--- src/rtl/serial_add_ctrl.sv ---
// serial_add_ctrl: bit-serial A+B+c_in / A-B through one shared FA slice, LSB first, WIDTH clocks per op.
// Latency: accept edge loads operands, then WIDTH RUN cycles; out_valid rises on the edge closing the last RUN cycle.
// Backpressure: in_ready only in IDLE; result held in DONE until out_ready. `define SERIAL_ADD_OVF_EN adds the ovf output.

// One-bit full adder; the only arithmetic in the block.
module serial_add_fa (
   input  logic fa_a,
   input  logic fa_b,
   input  logic fa_ci,
   output logic fa_s,
   output logic fa_co
);
   assign fa_s  = fa_a ^ fa_b ^ fa_ci;
   assign fa_co = (fa_a & fa_b) | (fa_ci & (fa_a ^ fa_b));
endmodule

module serial_add_ctrl #(
   parameter  int WIDTH = 8,
   localparam int CNT_W = $clog2(WIDTH)
) (
   input  logic             clk,
   input  logic             rst_n,
   input  logic             in_valid,
   output logic             in_ready,
   input  logic [WIDTH-1:0] a,
   input  logic [WIDTH-1:0] b,
   input  logic             c_in,
   input  logic             sub,
   output logic             out_valid,
   input  logic             out_ready,
   output logic [WIDTH-1:0] sum,
   output logic             c_out
`ifdef SERIAL_ADD_OVF_EN
   ,
   output logic             ovf
`endif
);

   typedef enum logic [1:0] {
      S_IDLE = 2'd0,
      S_RUN  = 2'd1,
      S_DONE = 2'd2
   } state_t;

   state_t           state;
   state_t           state_nxt;

   logic [WIDTH-1:0] a_sh;
   logic [WIDTH-1:0] b_sh;
   logic [WIDTH-1:0] res_sh;
   logic [CNT_W-1:0] cnt;
   logic             carry_r;
   logic             sub_r;

   logic             fa_sum;
   logic             fa_cout;
   logic             accept;
   logic             last_bit;

   // Subtraction is A + ~B + 1: B is inverted bit by bit and the +1 comes from the preset carry.
   serial_add_fa u_fa (
      .fa_a  (a_sh[0]),
      .fa_b  (b_sh[0] ^ sub_r),
      .fa_ci (carry_r),
      .fa_s  (fa_sum),
      .fa_co (fa_cout)
   );

   assign accept   = in_valid && in_ready;
   assign last_bit = (cnt == CNT_W'(WIDTH - 1));

   // Next-state and handshake outputs; operands are only taken in IDLE, results only offered in DONE.
   always_comb begin
      state_nxt = state;
      in_ready  = 1'b0;
      out_valid = 1'b0;
      case (state)
         S_IDLE: begin
            in_ready = 1'b1;
            if (in_valid) begin
               state_nxt = S_RUN;
            end
         end
         S_RUN: begin
            if (last_bit) begin
               state_nxt = S_DONE;
            end
         end
         S_DONE: begin
            out_valid = 1'b1;
            if (out_ready) begin
               state_nxt = S_IDLE;
            end
         end
         default: begin
            state_nxt = S_IDLE;
         end
      endcase
   end

   // State register; reset aborts any operation in flight.
   always_ff @(posedge clk or negedge rst_n) begin
      if (!rst_n) begin
         state <= S_IDLE;
      end else begin
         state <= state_nxt;
      end
   end

   // Operand load on accept, then one bit per clock: shift operands out LSB first, result in from the MSB end.
   always_ff @(posedge clk or negedge rst_n) begin
      if (!rst_n) begin
         a_sh    <= '0;
         b_sh    <= '0;
         res_sh  <= '0;
         cnt     <= '0;
         carry_r <= 1'b0;
         sub_r   <= 1'b0;
      end else if (accept) begin
         a_sh    <= a;
         b_sh    <= b;
         sub_r   <= sub;
         carry_r <= sub ? 1'b1 : c_in;
         cnt     <= '0;
         res_sh  <= '0;
      end else if (state == S_RUN) begin
         res_sh  <= {fa_sum, res_sh[WIDTH-1:1]};
         carry_r <= fa_cout;
         a_sh    <= {1'b0, a_sh[WIDTH-1:1]};
         b_sh    <= {1'b0, b_sh[WIDTH-1:1]};
         cnt     <= cnt + CNT_W'(1);
      end
   end

   // Registers stop moving outside RUN, so the result and final carry stay stable for the consumer.
   assign sum   = res_sh;
   assign c_out = carry_r;

`ifdef SERIAL_ADD_OVF_EN
   logic ovf_r;

   // Signed overflow: carry into the MSB (carry_r) differs from carry out of it, sampled on the MSB cycle.
   always_ff @(posedge clk or negedge rst_n) begin
      if (!rst_n) begin
         ovf_r <= 1'b0;
      end else if ((state == S_RUN) && last_bit) begin
         ovf_r <= carry_r ^ fa_cout;
      end
   end

   assign ovf = ovf_r;
`endif

endmodule

--- config.mk ---
export PLATFORM = sky130hd
export DESIGN_NAME = serial_add_ctrl
export DESIGN_NICKNAME = d
export VERILOG_FILES = /design/src/rtl/serial_add_ctrl.sv
export SDC_FILE = /design/constraint.sdc
export NUM_CORES = 1
export LEC_CHECK = 0
export BUFFER_PORTS_ARGS = -buffer_cell sky130_fd_sc_hd__buf_2
export CAP_MARGIN = 20
export CORE_MARGIN = 2
export CORE_UTILIZATION = 34
export DETAILED_ROUTE_END_ITERATION = 12
export GPL_TIMING_DRIVEN = 0
export PLACE_DENSITY = 0.59
export SKIP_CTS_REPAIR_TIMING = 1
export SLEW_MARGIN = 20
export SYNTH_ARGS = -nofsm -noshare
export SYNTH_HDL_FRONTEND = slang
export SYNTH_SLANG_ARGS = --single-unit
export TNS_END_PERCENT = 10
--- constraint.sdc ---
create_clock -name clk -period 1.4 [get_ports clk]
set_clock_uncertainty 0.2 [all_clocks]
set_input_delay 0.07 -clock clk [delete_from_list [all_inputs] [get_ports clk]]
set_output_delay 0.07 -clock clk [all_outputs]
set_load 0.05 [all_outputs]
==> summary.md, run 1 <==
| Metric | Value |
|---|---|
| Antenna diode count | `0` |
| Peak supply drop | `0.947 mV` |
| Setup repair after global routing missed its margin | `true` |
| IO Port Bufs | `32` |
| Number of design-rule violations left by the first detailed-router iteration | `59` |
| Class of the tightest hold or removal check | `input pin to flip-flop` |
| Maximum clock path buffer count | `2` |
| Reported net switching power | `1.86 mW` |
| Status | `finished with violations` |
| Multi-input logic area | `554 sq um` |
| Count of warnings emitted by yosys | `0` |
| Per-instance average area after synthesis | `9.88 sq um` |
| Power per standard cell area | `2210 nW/um^2` |
| Latest clock arrival within the worst-skew pair | `0.28 ns` |
| Failing checks | `negative hold slack, negative setup slack` |
| Wirelength per Cell | `12.7 um` |
| Inserted Clock Buffers | `5` |
| Final critical-path setup slack | `-0.0737 ns` |
| Worst Path Class, Setup | `flip-flop to flip-flop` |
| Post-route DRC | `0` |
| GRT Util Overall | `0.142` |
| Overall power consumption | `4.33 mW` |
| Root buffer cell | `clkbuf_8` |
| Residual overflow from global routing | `0` |
| Number of sinks handled by clock tree synthesis | `31` |
| Number of detailed-routing iterations run before antenna repair | `4` |
| Share of total power consumed by net switching | `0.429` |
| Part of the Yosys area used for sequential elements | `0.573` |
| Critical path fanouts, max | `6` |
| Sum of buffers and inverters on the critical path | `1` |
| DIE AREA | `4500 sq um` |
| Via count of the first global-routing pass | `1021` |
| Placer's final routability congestion estimate | `0.764` |
| Number of antenna violations at the first check in global routing | `0` |
| Clock power frac | `0.160` |
| Final core utilization | `0.523` |
| Highest clock frequency the design can meet | `679 MHz` |
| Total of max-cap violations | `0` |
| Worst hold margin | `-0.0249 ns` |
| Net total in the final layout | `224` |
| Area used by sequential logic in the layout | `778 sq um` |
| Critical-path cell with the highest stage delay | `dfrtp_2` |
| Slew at the pin closest to its max-slew limit | `0.696 ns` |
| Maximum number of pins on one net before global-route repair | `32` |
| Detailed-route vias per instance | `4.66` |
| Internal power of the cells | `2.47 mW` |
| Relative slew slack | `0.536` |
| Number of standard cells after synthesis | `137` |
| Core outline area | `3740 sq um` |
| Detail Placement HPWL | `1980 um` |
| Final hold violation count | `4` |
| Wire length reported by the detailed router | `3130 um` |
| ANT nets after route | `0` |
| Die boundary width | `67.1 um` |
| Ratio of final minimum period to clock period | `1.05` |
| Count of vias placed by the detailed router | `1152` |
| CP cell instances | `nor3b_4 > buf_6 > mux2_4` |
| Sequential share of power | `0.361` |
| Pins Over Slew Limit | `0` |
| H-tree levels | `2` |
| Total of flip-flops plus latches after synthesis | `31` |
| Fin crit period | `1.47 ns` |
| Proportion of power drawn by combinational gates | `0.478` |
| First-pass GRT wire length | `4660 um` |
| Kind of cell with the highest combined delay on the critical path | `flip-flops` |
| # setup viols final | `18` |
| Initial Util | `0.362` |
| Netlist area before placement | `1350 sq um` |
| Clock edge transition at the registers on the reported setup and hold paths | `0.06 ns` |
| Distinct cell type count of the synthesized netlist | `19` |
| Area growth, synth to finish | `44.7%` |
| Startpoint type of the worst setup path | `flip-flop` |
| Highest cell delay on the worst timing path | `0.46 ns` |
| Category of the worst setup path capture point | `flip-flop` |
| Share of final-layout standard cells stronger than drive strength 1 | `0.307` |
| FP Rows | `22` |
| Post-synth net total | `162` |
| Clock tree from TritonCTS | `yes` |
| Arrival time reported for the critical path endpoint | `1.44 ns` |
| Pleak | `0.983 nW` |
| Worst-case setup slack after placement | `-0.143 ns` |
| Data required time of the critical path | `1.37 ns` |
| Filler cell count | `365` |
| IO Count | `33` |
| Die Y | `67.1 um` |
| Summed negative setup slack over all endpoints | `-0.539 ns` |
## stage by stage
| stage | std cells | cell area, sq um |
|---|---|---|
| finish | 247 | 1960 |
| floorplan | 137 | 1360 |
| global route | 247 | 1960 |
| detailed placement | 217 | 1580 |
| global placement | 217 | 1580 |
| CTS | 224 | 1660 |
## final cells by class
cell class / count / share of cell area
Multi-Input combinational cell: 96 / 0.283
Tap cell: 48 / 0.0307
Clock inverter: 1 / 0.00255
Clock buffer: 6 / 0.0421
Timing Repair Buffer: 56 / 0.204
Inverter: 1 / 0.00192
Sequential cell: 31 / 0.397
Buffer: 8 / 0.0383
## cell usage in the layout (no fill, tap or decap)
| cell | count |
|---|---|
| o21bai_2 | 1 |
| o21bai_1 | 1 |
| clkbuf_4 | 1 |
| nand2b_1 | 1 |
| a22oi_1 | 12 |
| mux2i_1 | 2 |
| clkbuf_8 | 6 |
| o21ai_0 | 8 |
| dfrtp_1 | 29 |
| mux2_4 | 1 |
| inv_1 | 1 |
| nor2b_4 | 1 |
| nor2_1 | 2 |
| o21ai_1 | 4 |
| nand2_1 | 53 |
| nor3b_4 | 1 |
| buf_4 | 6 |
| o21ai_2 | 1 |
| ha_1 | 2 |
| buf_6 | 6 |
| dfrtp_2 | 2 |
| fa_1 | 1 |
| buf_2 | 31 |
| clkinv_2 | 1 |
| dlygate4sd3_1 | 20 |
| a22o_1 | 1 |
| xor2_1 | 1 |
| nor2b_2 | 1 |
| a22oi_2 | 2 |
## per-layer routing
metal | up-vias | wire (um) | GRT usage
li1 | 578 | - | -
met3 | 2 | 145 | 0.0541
met1 | 544 | 1440 | 0.193
met5 | - | 0 | 0
met2 | 28 | 1530 | 0.202
met4 | 0 | 20 | 0.0638
## Yosys cell counts (all sizes together)
| cell type | number | area (sq um) |
|---|---|---|
| a22o | 1 | 8.76 |
| a22oi | 14 | 105 |
| buf | 9 | 57.6 |
| dfrtp | 31 | 776 |
| fa | 1 | 20.0 |
| ha | 2 | 25.0 |
| inv | 1 | 3.75 |
| mux2 | 1 | 11.3 |
| mux2i | 2 | 20.0 |
| nand2 | 53 | 199 |
| nand2b | 1 | 6.26 |
| nor2 | 2 | 7.51 |
| nor2b | 2 | 12.5 |
| nor3b | 1 | 12.5 |
| o21ai | 13 | 65.1 |
| o21bai | 2 | 15.0 |
| xor2 | 1 | 8.76 |
## worst paths after layout
check,slack (ns),startpoint,to,cells past startpoint
setup / recovery,-0.07,state[1]$_DFFE_PN0P_,sub_r$_DFFE_PN0P_,3
max in group asynchronous,0.34,rst_n,state[0]$_DFFE_PN0P_,2
setup reg to reg,-0.07,state[1]$_DFFE_PN0P_,sub_r$_DFFE_PN0P_,3
hold / removal,-0.02,in_valid,a_sh[5]$_DFFE_PN0P_,4
min in group asynchronous,0.18,rst_n,c_out$_DFFE_PN0P_,2
hold reg to reg,0.28,a_sh[6]$_DFFE_PN0P_,a_sh[6]$_DFFE_PN0P_,2
## state kept, by name, indices dropped and copies added, names as in the netlist
name   count
cnt        3
c_out      1
sub_r      1
a_sh       8
state      2
b_sh       8
sum        8
## power groups by stage
stage               combinational, mW  sequential [mW]  clock [mW]
floorplan                        1.02             1.92           0
global placement                 1.80             1.54           0
detailed placement               1.84             1.56           0
CTS                              1.85             1.54       0.717
global route                     2.29             1.61       0.759
finish                           2.07             1.56       0.695
## worst reg2reg max path, cell delays in order (launching register included)
cell     delay [ns]
dfrtp_2        0.46
nor3b_4        0.25
buf_6          0.16
mux2_4         0.29
## kinds of logic (layout without fill, tap and decap cells)
logic type               Yosys count  in the layout  share of synthesized area
AND/OR/NAND/NOR                   59             59                      0.176
multiplexers                       3              3                     0.0231
flip-flops                        31             31                      0.573
buffers and inverters             10             72                     0.0453
XOR/XNOR                           1              1                    0.00647
AO/OA/AOI/OAI                     30             30                      0.143
adder cells (fa/ha/maj)            3              3                     0.0333
Power figures use the tool's default switching activity.
==> run 2: changes to the inputs <==
--- a/config.mk
+++ b/config.mk
@@ -6,7 +6,7 @@
 export NUM_CORES = 1
 export LEC_CHECK = 0
 export BUFFER_PORTS_ARGS = -buffer_cell sky130_fd_sc_hd__buf_2
-export CAP_MARGIN = 20
+export CAP_MARGIN = 25
 export CORE_MARGIN = 2
 export CORE_UTILIZATION = 34
 export DETAILED_ROUTE_END_ITERATION = 12
==> constraint.sdc (replaced) <==
create_clock -name clk -period 1.4 [get_ports clk]
set_clock_uncertainty 0.2 [all_clocks]
set_input_delay 0.28 -clock clk [delete_from_list [all_inputs] [get_ports clk]]
set_output_delay 0.28 -clock clk [all_outputs]
set_load 0.05 [all_outputs]
==> summary.md, run 2 (same netlist as run 1, synthesis figures left out) <==
| Metric | Value |
|---|---|
| Residual overflow from global routing | `0` |
| Initial Util | `0.362` |
| ANT nets after route | `0` |
| Detail Placement HPWL | `1980 um` |
| Filler cell count | `390` |
| Antenna diode count | `0` |
| Detailed-route vias per instance | `4.82` |
| Class of the tightest hold or removal check | `input pin to async pin` |
| Die Y | `67.1 um` |
| # setup viols final | `28` |
| Commonest cells after routing, fill and taps aside | `nand2_1, dfrtp_1, buf_2` |
| Internal power of the cells | `2.46 mW` |
| Core outline area | `3740 sq um` |
| Root buffer cell | `clkbuf_8` |
| DIE AREA | `4500 sq um` |
| Clock power frac | `0.162` |
| Data required time of the critical path | `0.92 ns` |
| Inserted Clock Buffers | `5` |
| Overall power consumption | `4.30 mW` |
| First-pass GRT wire length | `4660 um` |
| Multi-input logic area | `562 sq um` |
| Share of final-layout standard cells stronger than drive strength 1 | `0.341` |
| Number of detailed-routing iterations run before antenna repair | `4` |
| Number of sinks handled by clock tree synthesis | `31` |
| Placer's final routability congestion estimate | `0.764` |
| GRT Util Overall | `0.142` |
| Setup repair after global routing missed its margin | `true` |
| Peak supply drop | `0.921 mV` |
| Maximum clock path buffer count | `2` |
| Sequential share of power | `0.367` |
| Final hold violation count | `31` |
| Reported net switching power | `1.84 mW` |
| Most common cell after layout, fill and taps aside | `nand2_1` |
| Worst Path Class, Setup | `flip-flop to output pin` |
| Total of max-cap violations | `0` |
| Die boundary width | `67.1 um` |
| Clock edge transition at the registers on the reported setup and hold paths | `0.06 ns` |
| Power per standard cell area | `2440 nW/um^2` |
| Net total in the final layout | `201` |
| Share of total power consumed by net switching | `0.428` |
| Wire length reported by the detailed router | `2790 um` |
| Count of vias placed by the detailed router | `1080` |
| Post-route DRC | `0` |
| FP Rows | `22` |
| Worst-case setup slack after placement | `-0.143 ns` |
| IO Count | `33` |
| IO Port Bufs | `32` |
| Clock tree from TritonCTS | `yes` |
| Relative slew slack | `0.533` |
| Via count of the first global-routing pass | `1021` |
| Critical path fanouts, max | `6` |
| Highest clock frequency the design can meet | `654 MHz` |
| Ratio of final minimum period to clock period | `1.09` |
| Number of design-rule violations left by the first detailed-router iteration | `54` |
| Area growth, synth to finish | `30.2%` |
| Arrival time reported for the critical path endpoint | `1.05 ns` |
| Area used by sequential logic in the layout | `778 sq um` |
| Summed negative setup slack over all endpoints | `-1.01 ns` |
| Proportion of power drawn by combinational gates | `0.471` |
| Failing checks | `negative hold slack, negative setup slack` |
| H-tree levels | `2` |
| Startpoint type of the worst setup path | `flip-flop` |
| Maximum number of pins on one net before global-route repair | `32` |
| Final critical-path setup slack | `-0.129 ns` |
| Pleak | `0.875 nW` |
| Status | `finished with violations` |
| Slew at the pin closest to its max-slew limit | `0.701 ns` |
| Wirelength per Cell | `12.4 um` |
| Number of antenna violations at the first check in global routing | `0` |
| Pins Over Slew Limit | `0` |
| Category of the worst setup path capture point | `output pin` |
| Worst hold margin | `-0.158 ns` |
| Fin crit period | `1.53 ns` |
| Latest clock arrival within the worst-skew pair | `0.28 ns` |
[run 2: changes by cell type in the layout (fill, tap and decap cells not counted), moves of 2 or more]
cell / change
buf_2: -9
a22oi_1: -3
a22oi_2: +3
buf_4: +5
buf_6: -3
o21ai_1: -2
dlygate4sd3_1: -20
clkbuf_4: +3
o21ai_0: +3
[run 2: cell type report]
cell class / count / share of cell area
plain buffers: 9 / 0.0405
clock buffers: 6 / 0.0468
repair buffers: 32 / 0.114
flip-flops and latches: 31 / 0.441
inverters: 1 / 0.00213
multi-input cells: 96 / 0.319
well taps: 48 / 0.0341
clock inverters: 1 / 0.00284
[run 2: critical path, cell delays in order (launching register included)]
cell     delay [ns]
dfrtp_2        0.47
nor2b_4        0.15
buf_8          0.15
[run 2: metrics by stage]
step | instances | utilization | hold slack (ns) | area, sq um
2_1_floorplan | 137 | - | -0.216 | 1360
3_3_place_gp | 217 | 0.421 | 0.152 | 1580
3_5_place_dp | 217 | 0.421 | 0.169 | 1580
4_1_cts | 224 | 0.445 | -0.137 | 1660
5_1_grt | 224 | 0.471 | -0.105 | 1760
6_report | 224 | 0.471 | -0.158 | 1760
[run 2: layer usage]
| layer | vias to the layer above | part of all wire | global-route usage |
|---|---|---|---|
| met5 | - | 0 | 0 |
| met3 | 6 | 0.071 | 0.0541 |
| met2 | 36 | 0.46 | 0.202 |
| met4 | 0 | 0.014 | 0.0638 |
| li1 | 531 | - | - |
| met1 | 507 | 0.45 | 0.193 |
[run 2: path summary, 6_finish.rpt]
| path | startpoint | to | slack, ns | depth (start not counted) |
|---|---|---|---|---|
| worst max-delay path | state[0]$_DFFE_PN0P_ | out_valid | -0.13 | 2 |
| worst min register to register | a_sh[6]$_DFFE_PN0P_ | a_sh[6]$_DFFE_PN0P_ | 0.28 | 2 |
| min in group clk | b[7] | b_sh[7]$_DFFE_PN0P_ | 0.02 | 3 |
| worst max register to register | state[0]$_DFFE_PN0P_ | b_sh[5]$_DFFE_PN0P_ | -0.06 | 5 |
| worst min-delay path | rst_n | sum[6]$_DFFE_PN0P_ | -0.16 | 1 |
| max in group asynchronous | rst_n | state[0]$_DFFE_PN0P_ | 0.66 | 1 |
[run 2: power by group through the flow]
stage               Clock, mW  Combinational [mW]  Sequential, mW
finish                  0.695                2.02            1.58
global route            0.763                2.25            1.63
CTS                     0.717                1.85            1.54
detailed placement          0                1.84            1.56
global placement            0                1.80            1.54
floorplan                   0                1.02            1.92
==> run 3: changes to the inputs <==
--- a/config.mk
+++ b/config.mk
@@ -7,11 +7,13 @@
 export LEC_CHECK = 0
 export BUFFER_PORTS_ARGS = -buffer_cell sky130_fd_sc_hd__buf_2
 export CAP_MARGIN = 25
+export CELL_PAD_IN_SITES_DETAIL_PLACEMENT = 1
+export CELL_PAD_IN_SITES_GLOBAL_PLACEMENT = 1
 export CORE_MARGIN = 2
 export CORE_UTILIZATION = 34
 export DETAILED_ROUTE_END_ITERATION = 12
 export GPL_TIMING_DRIVEN = 0
-export PLACE_DENSITY = 0.59
+export PLACE_DENSITY = 0.73
 export SKIP_CTS_REPAIR_TIMING = 1
 export SLEW_MARGIN = 20
 export SYNTH_ARGS = -nofsm -noshare
==> summary.md, run 3 (same netlist as run 1, synthesis figures left out) <==
| Metric | Value |
|---|---|
| Number of design-rule violations left by the first detailed-router iteration | `29` |
| Wirelength per Cell | `14.9 um` |
| Inserted Clock Buffers | `5` |
| R2r startpoint | `sub_r$_DFFE_PN0P_` |
| Wire length reported by the detailed router | `3360 um` |
| Cell depth of the worst flop-to-flop path | `4` |
| Ratio of final minimum period to clock period | `1.11` |
| ANT nets after route | `0` |
| Number of sinks handled by clock tree synthesis | `31` |
| GRT Util Overall | `0.168` |
| Power per standard cell area | `2500 nW/um^2` |
| Count of vias placed by the detailed router | `1116` |
| Category of the worst setup path capture point | `output pin` |
| Root buffer cell | `clkbuf_8` |
| Class of the tightest hold or removal check | `input pin to async pin` |
| Data required time of the critical path | `0.92 ns` |
| Net total in the final layout | `202` |
| Share of final-layout standard cells stronger than drive strength 1 | `0.348` |
| IO Count | `33` |
| Via count of the first global-routing pass | `1196` |
| Residual overflow from global routing | `0` |
| Antenna diode count | `0` |
| Maximum number of pins on one net before global-route repair | `32` |
| Setup repair after global routing missed its margin | `true` |
| Relative slew slack | `0.538` |
| Maximum clock path buffer count | `2` |
| Overall power consumption | `4.51 mW` |
| Final core utilization | `0.482` |
| Post-route cell area | `1810 sq um` |
| IO Port Bufs | `32` |
| Worst hold margin | `-0.160 ns` |
| Initial Util | `0.362` |
| Slew at the pin closest to its max-slew limit | `0.693 ns` |
| Latest clock arrival within the worst-skew pair | `0.28 ns` |
| Die Y | `67.1 um` |
| Final critical-path setup slack | `-0.154 ns` |
| Clock edge transition at the registers on the reported setup and hold paths | `0.06 ns` |
| Highest clock frequency the design can meet | `644 MHz` |
| Worst-case setup slack after placement | `-0.200 ns` |
| Critical path fanouts, max | `6` |
| Final hold violation count | `31` |
| Fin crit period | `1.55 ns` |
| Register-to-register setup slack | `-0.10 ns` |
| Most common cell after layout, fill and taps aside | `nand2_1` |
| Pins Over Slew Limit | `0` |
| Area after DPL | `1580 sq um` |
| Area growth, synth to finish | `33.4%` |
| # setup viols final | `30` |
| Core outline area | `3740 sq um` |
| Detailed-route vias per instance | `4.94` |
| Number of standard cells in the layout, taps in and fillers out | `226` |
| Summed negative setup slack over all endpoints | `-1.53 ns` |
| Pleak | `0.889 nW` |
| Total placed cells including tap cells | `217` |
| Peak supply drop | `1.15 mV` |
| Post-route DRC | `0` |
| Placer's final routability congestion estimate | `0.791` |
| H-tree levels | `2` |
| Startpoint type of the worst setup path | `flip-flop` |
| CP Launch Point | `state[1]$_DFFE_PN0P_` |
| CP Capture Point | `out_valid` |
| Arrival time reported for the critical path endpoint | `1.07 ns` |
| Filler cell count | `446` |
| FP Rows | `22` |
| Number of antenna violations at the first check in global routing | `0` |
| Clock tree from TritonCTS | `yes` |
| Detail Placement HPWL | `2400 um` |
| Die boundary width | `67.1 um` |
| DIE AREA | `4500 sq um` |
| Total of max-cap violations | `0` |
| Critical R2R Capture | `sum[7]$_DFFE_PN0P_` |
| Failing checks | `negative hold slack, negative setup slack` |
| Commonest cells after routing, fill and taps aside | `nand2_1, dfrtp_1, buf_2` |
| Status | `finished with violations` |
| Number of detailed-routing iterations run before antenna repair | `4` |
| Worst Path Class, Setup | `flip-flop to output pin` |
| First-pass GRT wire length | `5510 um` |
[run 3: cell count changes in the layout (fill, tap and decap cells not counted), sizes merged]
| cell | change |
|---|---|
| clkinv | -1 |
| buf | +3 |
[run 3: routing by layer]
metal	vias up	share of wire	wire, um	global-route usage
li1	535	-	-	-
met1	554	0.44	1480	0.208
met2	21	0.50	1690	0.276
met3	6	0.040	135	0.0473
met4	0	0.018	60	0.0689
met5	-	0	0	0
[run 3: power by group]
| group | switching (mW) | internal, mW |
|---|---|---|
| logic | 1.31 | 0.826 |
| registers | 0.306 | 1.29 |
| clock network | 0.321 | 0.448 |
[run 3: cell type report]
cell class	count	area, sq um	area share
well taps	48	60.1	0.0333
multi-input cells	96	573	0.317
inverters	1	3.75	0.00208
plain buffers	9	82.6	0.0457
repair buffers	33	208	0.115
flip-flops and latches	31	778	0.431
clock buffers	8	100	0.0554
[run 3: worst min path at each step]
stage | startpoint | to | depth (start not counted)
global route | rst_n | a_sh[0]$_DFFE_PN0P_ | 1
CTS | rst_n | a_sh[0]$_DFFE_PN0P_ | 1
finish | rst_n | cnt[0]$_DFFE_PN0P_ | 1
global placement | rst_n | sum[6]$_DFFE_PN0P_ | 1
detailed placement | rst_n | sum[2]$_DFFE_PN0P_ | 1
floorplan | rst_n | a_sh[0]$_DFFE_PN0P_ | 0
[run 3: critical path: stages (launching register included)]
cell and delay (ns):
dfrtp_2 0.44, nor2b_4 0.20, buf_8 0.15
